--- src/rtl/oled_spi_rx.sv ---
// oled_spi_rx: panel-side receiver for the OLED SPI header.
// Synchronizes the SPI pins into clk and reassembles bytes. Each byte is
// classified as a command or as pixel data. Commands update the SSD1306
// page-mode address state; data bytes become framebuffer write strobes.
//
// state         | meaning
// --------------|----------------------------------------------------------
// bit_cnt 0..7  | number of bits already shifted into the current byte
// arg_cnt 0..2  | command argument bytes still to be swallowed undecoded
// page / col    | page-mode write pointer; col is reduced modulo NUM_COLS on use
module oled_spi_rx #(
    parameter int SYNC_STAGES = 2,
    parameter int NUM_PAGES   = 4,
    parameter int NUM_COLS    = 128
) (
    input  logic                                  clk,
    input  logic                                  rst,
    input  logic                                  cs_n,
    input  logic                                  sclk,
    input  logic                                  sdo,
    input  logic                                  dc,
    input  logic                                  res,
    input  logic                                  vdd,
    input  logic                                  vbat,
    output logic                                  byte_valid,
    output logic [7:0]                            byte_data,
    output logic                                  byte_is_data,
    output logic                                  fb_we,
    output logic [$clog2(NUM_PAGES*NUM_COLS)-1:0] fb_addr,
    output logic [7:0]                            fb_wdata,
    output logic                                  display_on,
    output logic                                  powered,
    output logic [15:0]                           cmd_count
);

    localparam int          ADDR_W = $clog2(NUM_PAGES*NUM_COLS);
    localparam logic [31:0] NCOLS  = NUM_COLS;
    localparam logic [31:0] NPAGES = NUM_PAGES;

    // Pin bundle order: {vbat, vdd, res, dc, sdo, sclk, cs_n}.
    // Idle values: supplies off, panel out of reset, chip deselected, sclk low.
    localparam logic [6:0] SYNC_RST = 7'b111_0001;

    logic [6:0] sync_q [SYNC_STAGES];
    logic [6:0] sync_out;
    logic       cs_n_s, sclk_s, sdo_s, dc_s, res_s, vdd_s, vbat_s;
    logic       sclk_prev;
    logic       rise;

    logic [6:0]  shift;
    logic [2:0]  bit_cnt;
    logic [1:0]  arg_cnt;
    logic [2:0]  page;
    logic [6:0]  col;
    logic [7:0]  nb;
    logic [31:0] col_eff;
    logic [6:0]  col_next;
    logic [2:0]  page_sel;

    // Multi-stage synchronizer for every asynchronous pin.
    always_ff @(posedge clk) begin
        if (rst) begin
            for (int i = 0; i < SYNC_STAGES; i++) sync_q[i] <= SYNC_RST;
        end else begin
            sync_q[0] <= {vbat, vdd, res, dc, sdo, sclk, cs_n};
            for (int i = 1; i < SYNC_STAGES; i++) sync_q[i] <= sync_q[i-1];
        end
    end

    assign sync_out = sync_q[SYNC_STAGES-1];
    assign cs_n_s   = sync_out[0];
    assign sclk_s   = sync_out[1];
    assign sdo_s    = sync_out[2];
    assign dc_s     = sync_out[3];
    assign res_s    = sync_out[4];
    assign vdd_s    = sync_out[5];
    assign vbat_s   = sync_out[6];

    assign powered  = ~vdd_s & ~vbat_s;

    // Previous synchronized sclk sample for rising-edge detection.
    always_ff @(posedge clk) begin
        if (rst) sclk_prev <= 1'b0;
        else     sclk_prev <= sclk_s;
    end

    assign rise     = sclk_s & ~sclk_prev;
    assign nb       = {shift, sdo_s};
    assign col_eff  = 32'(col) % NCOLS;
    assign col_next = (col_eff == NCOLS - 32'd1) ? 7'd0 : 7'(col_eff + 32'd1);
    assign page_sel = 3'(32'(nb[2:0]) % NPAGES);

    // Byte assembly, command decode and framebuffer write generation.
    // The byte completes on the edge that consumes the 8th rise, so the
    // strobes and the address update land together in the byte_valid cycle.
    always_ff @(posedge clk) begin
        if (rst) begin
            shift        <= '0;
            bit_cnt      <= '0;
            arg_cnt      <= '0;
            page         <= '0;
            col          <= '0;
            byte_valid   <= 1'b0;
            byte_data    <= '0;
            byte_is_data <= 1'b0;
            fb_we        <= 1'b0;
            fb_addr      <= '0;
            fb_wdata     <= '0;
            display_on   <= 1'b0;
            cmd_count    <= '0;
        end else begin
            byte_valid <= 1'b0;
            fb_we      <= 1'b0;
            if (!res_s) begin
                // Panel held in reset: byte path ignored, cmd_count kept.
                shift      <= '0;
                bit_cnt    <= '0;
                arg_cnt    <= '0;
                page       <= '0;
                col        <= '0;
                display_on <= 1'b0;
            end else if (cs_n_s) begin
                bit_cnt <= '0;
            end else if (rise) begin
                shift   <= nb[6:0];
                bit_cnt <= bit_cnt + 3'd1;
                if (bit_cnt == 3'd7) begin
                    byte_valid   <= 1'b1;
                    byte_data    <= nb;
                    byte_is_data <= dc_s;
                    if (dc_s) begin
                        fb_we    <= 1'b1;
                        fb_addr  <= ADDR_W'(32'(page) * NCOLS + col_eff);
                        fb_wdata <= nb;
                        col      <= col_next;
                        arg_cnt  <= '0;
                    end else begin
                        if (cmd_count != 16'hFFFF) cmd_count <= cmd_count + 16'd1;
                        if (arg_cnt != 2'd0) begin
                            arg_cnt <= arg_cnt - 2'd1;
                        end else if (nb[7:4] == 4'h0) begin
                            col[3:0] <= nb[3:0];
                        end else if (nb[7:4] == 4'h1) begin
                            col[6:4] <= nb[2:0];
                        end else if (nb[7:3] == 5'b1011_0) begin
                            page <= page_sel;
                        end else begin
                            case (nb)
                                8'hAE: display_on <= 1'b0;
                                8'hAF: display_on <= 1'b1;
                                8'h20, 8'h81, 8'h8D, 8'hA8, 8'hD3,
                                8'hD5, 8'hD9, 8'hDA, 8'hDB: arg_cnt <= 2'd1;
                                8'h21, 8'h22: arg_cnt <= 2'd2;
                                default: ;
                            endcase
                        end
                    end
                end
            end
        end
    end

endmodule

--- config.mk ---
export PLATFORM = sky130hd
export DESIGN_NAME = oled_spi_rx
export DESIGN_NICKNAME = d
export VERILOG_FILES = /design/src/rtl/oled_spi_rx.sv
export SDC_FILE = /design/constraint.sdc
export NUM_CORES = 1
export LEC_CHECK = 0
export ABC_AREA = 1
export CAP_MARGIN = 10
export CORE_ASPECT_RATIO = 0.5
export CORE_MARGIN = 4
export CORE_UTILIZATION = 50
export CTS_CLUSTER_DIAMETER = 100
export DETAILED_ROUTE_END_ITERATION = 12
export PLACE_DENSITY = 0.75
export SYNTH_ARGS = -nofsm -noshare
export SYNTH_HDL_FRONTEND = slang
export SYNTH_SLANG_ARGS = --single-unit
--- constraint.sdc ---
create_clock -name clk -period 4.15 [get_ports clk]
set_input_delay 0.83 -clock clk [delete_from_list [all_inputs] [get_ports clk]]
set_output_delay 0.83 -clock clk [all_outputs]
set_load 0.01 [all_outputs]
==> results.ini <==
[yosys]
syn_nets = 465
synthFlopType = dfxtp_1
synth_edf_count = 0
synth_area_mm2 = 0.00342
synth_area_per_cell_um2 = 7.56
yosys_warnings = 0
synthCells = 452
synth_async_sr_flop_share_pct = 0
synthDistinctLibCells = 32
ys_ff_latch = 81
yosysSeqAreaShare_pct = 47.5

[global_routing]
grt-busiest-layer = met2
overflow = 0
grt_max_degree = 30
grt_usage_pct = 19.3
grt_use_met3_pct = 5.97
first_global_vias = 2712
met1_usage_pct = 24.5
grt_antenna_before_repair = 0
met2_usage_pct = 31.3
grt_pass1_wl_mm = 12.9

[worst_hold_path]
whs_endpoint = sync_q[0][9]
min_from = sync_q[0][2]
whs_path_depth = 2
worstHoldPathType = flop to flop

[place]
hpwl_mm = 5.33
place_congestion = 0.893
dp.cells = 580
port-buffer-count = 54

[pwr]
ir_drop_mv = 0.357
powerDensity_mw_per_mm2 = 391
power_leakage_uw = 0.00168

[sta]
post-route-period-util_pct = 57.1
max_freq_mhz = 422
skew_ns = 0.00486
relSlewSlack_pct = 46.8
drv_slew = 0
hold_slack_ns = 0.402
setup_violations = 0
rsz0062_at_grt = false
min_period_ns = 2.37
hold_viol = 0
tightestPinTransition_ns = 0.797
timing.setup.tns_ns = 0

[setup_path]
r2r_start = bit_cnt[0]
r2r-end = fb_addr[7]
critPathMaxFanout = 15
cp.arrival_ns = 2.65
reg2reg_depth = 10
r2r_setup_slack_ns = 2.07
path_class = primary input to flop
worstPathRequired_ns = 4.43
end_kind = flop
worst_setup_path_start_kind = primary input

[floorplan]
num_io_pins = 55
fp.dieH_um = 66.4
core_region_area_mm2 = 0.00633
rows = 20
die_area_mm2 = 0.00830
initial_core_util_pct = 54.0
dieWidth_um = 125

[clock_tree]
cts_buffer_depth = 2
holdBufCountCts = 0
cts_tree = yes
cts_buffers = 9
ctsHtreeMaxLevel = 3
clk_pin_slew_worst_paths_ns = 0.06
cts_resized = 0
cts-root-buf = clkbuf_16
clock_latency_ns = 0.33
cts_sinks = 81
post-cts-setup-buffer-count = 0

[cells_and_area]
syn_to_final_growth_pct = 26.7
regArea_mm2 = 0.00162
fillers = 521
finalNetCount = 516
diodes = 0
multi_input_area_mm2 = 0.00151
stdcell_count = 596
final_layout_size_suffix_gt1_share_pct = 8.27

[detailed_routing]
wl_per_cell_um = 12.7
drt_wl_total_mm = 7.55
dr.pass1.iters = 4
drc = 0
vias = 3033
drt-initial-drc-count = 375
ant_nets = 0
viasPerCell = 5.09

[job]
maxCapViolCount = 0

[status]
status = finished clean

[power by group]
group | leakage [uW] | switching [uW] | total (uW) | internal [uW]
clock network | 0.000162 | 302 | 859 | 557
registers | 0.000656 | 4.94 | 790 | 785
logic | 0.000863 | 25.6 | 42.5 | 16.9
total | 0.00168 | 332 | 1690 | 1360
[logic make-up (layout without fill, tap and decap cells)]
| logic type | Yosys count | in the layout | synth area share, % |
|---|---|---|---|
| simple gates | 181 | 181 | 24.0 |
| buf+inv | 70 | 126 | 8.43 |
| flops | 81 | 81 | 47.5 |
| compound gates | 107 | 107 | 16.3 |
| fa+ha+maj | 4 | 4 | 1.47 |
| xor+xnor | 9 | 9 | 2.31 |
[layout make-up]
class                   instances  share of cell area, %
inverters                      54                   4.74
well taps                      88                   2.54
multi-input cells             301                   34.8
clock buffers                  11                   5.84
clock inverters                 5                   1.79
flip-flops and latches         81                   37.5
repair buffers                 56                   12.8
[worst max-delay path, stage by stage]
cell	delay, ns
clkdlybuf4s50_1	0.68
nor2_1	0.59
inv_1	0.23
a21oi_1	0.17
o21a_1	0.14
[synthesized netlist by cell type (3+ instances only)]
| cell | n | area share (%) |
|---|---|---|
| o21ai_0 | 41 | 6.0 |
| inv_2 | 3 | 0.33 |
| nand4_1 | 8 | 1.5 |
| xor2_1 | 4 | 1.0 |
| xnor2_1 | 5 | 1.3 |
| a21oi_1 | 54 | 7.9 |
| nand3_1 | 23 | 3.4 |
| inv_1 | 49 | 5.4 |
| or2_2 | 8 | 1.5 |
| buf_2 | 3 | 0.44 |
| nand2_1 | 79 | 8.7 |
| nor3_1 | 8 | 1.2 |
| a31oi_1 | 5 | 0.92 |
| clkbuf_1 | 8 | 0.88 |
| ha_1 | 4 | 1.5 |
| nor2_1 | 44 | 4.8 |
| dfxtp_1 | 81 | 47 |
[layer usage]
metal / vias up / part of all wire [%]
li1: 1578 / -
met1: 1377 / 48
met2: 70 / 45
met3: 8 / 5.9
met4: 0 / 1.2
met5: - / 0
[placed cells by master, fill, tap and decap left out, drive strengths merged]
| cell type | synthesis | routed |
|---|---|---|
| nand3b | 1 | 1 |
| a21oi | 56 | 56 |
| buf | 8 | 2 |
| xor2 | 4 | 4 |
| o21ai | 43 | 43 |
| clkbuf | 8 | 11 |
| xnor2 | 5 | 5 |
| or2 | 8 | 8 |
| dfxtp | 81 | 81 |
| bufinv | 0 | 2 |
| nand2 | 83 | 83 |
| inv | 52 | 52 |
| nand4 | 8 | 8 |
| ha | 4 | 4 |
| clkinvlp | 0 | 1 |
| nor4 | 1 | 1 |
| o21a | 2 | 2 |
| a31oi | 5 | 5 |
| nor3 | 8 | 8 |
| clkinv | 2 | 4 |
| a211oi | 1 | 1 |
| nand3 | 23 | 23 |
| nor2 | 49 | 49 |
| clkdlybuf4s50 | 0 | 54 |
[flip-flops by register name (all words and copies together), names as in the netlist, 3 cells and up]
name,flops
bit_cnt,3
byte_data,8
cmd_count,16
col,7
fb_addr,9
fb_wdata,8
shift,7
sync_q,14
[how the worst max path moves through the flow]
| stage | startpoint | to | slack (ns) | depth (start not counted) |
|---|---|---|---|---|
| 5_1_grt | rst | fb_addr[6] | 1.55 | 4 |
| 6_report | rst | display_on | 1.78 | 5 |
| 3_5_place_dp | rst | display_on | 1.42 | 5 |
| 4_1_cts | rst | display_on | 1.77 | 5 |
| 2_1_floorplan | bit_cnt[0] | fb_addr[5] | 2.51 | 10 |
| 3_3_place_gp | rst | display_on | 1.43 | 5 |
[through the flow]
step	worst slack, ns	total power, uW	utilization (%)	area (um^2)
after floorplan	2.51	833	-	3420
after CTS	1.77	1710	68.4	4330
after global routing	1.55	1750	68.4	4330
after detailed placement	1.42	849	63.2	4000
after global placement	1.43	849	63.2	4000
final	1.78	1690	68.4	4330
Power figures use the tool's default switching activity.
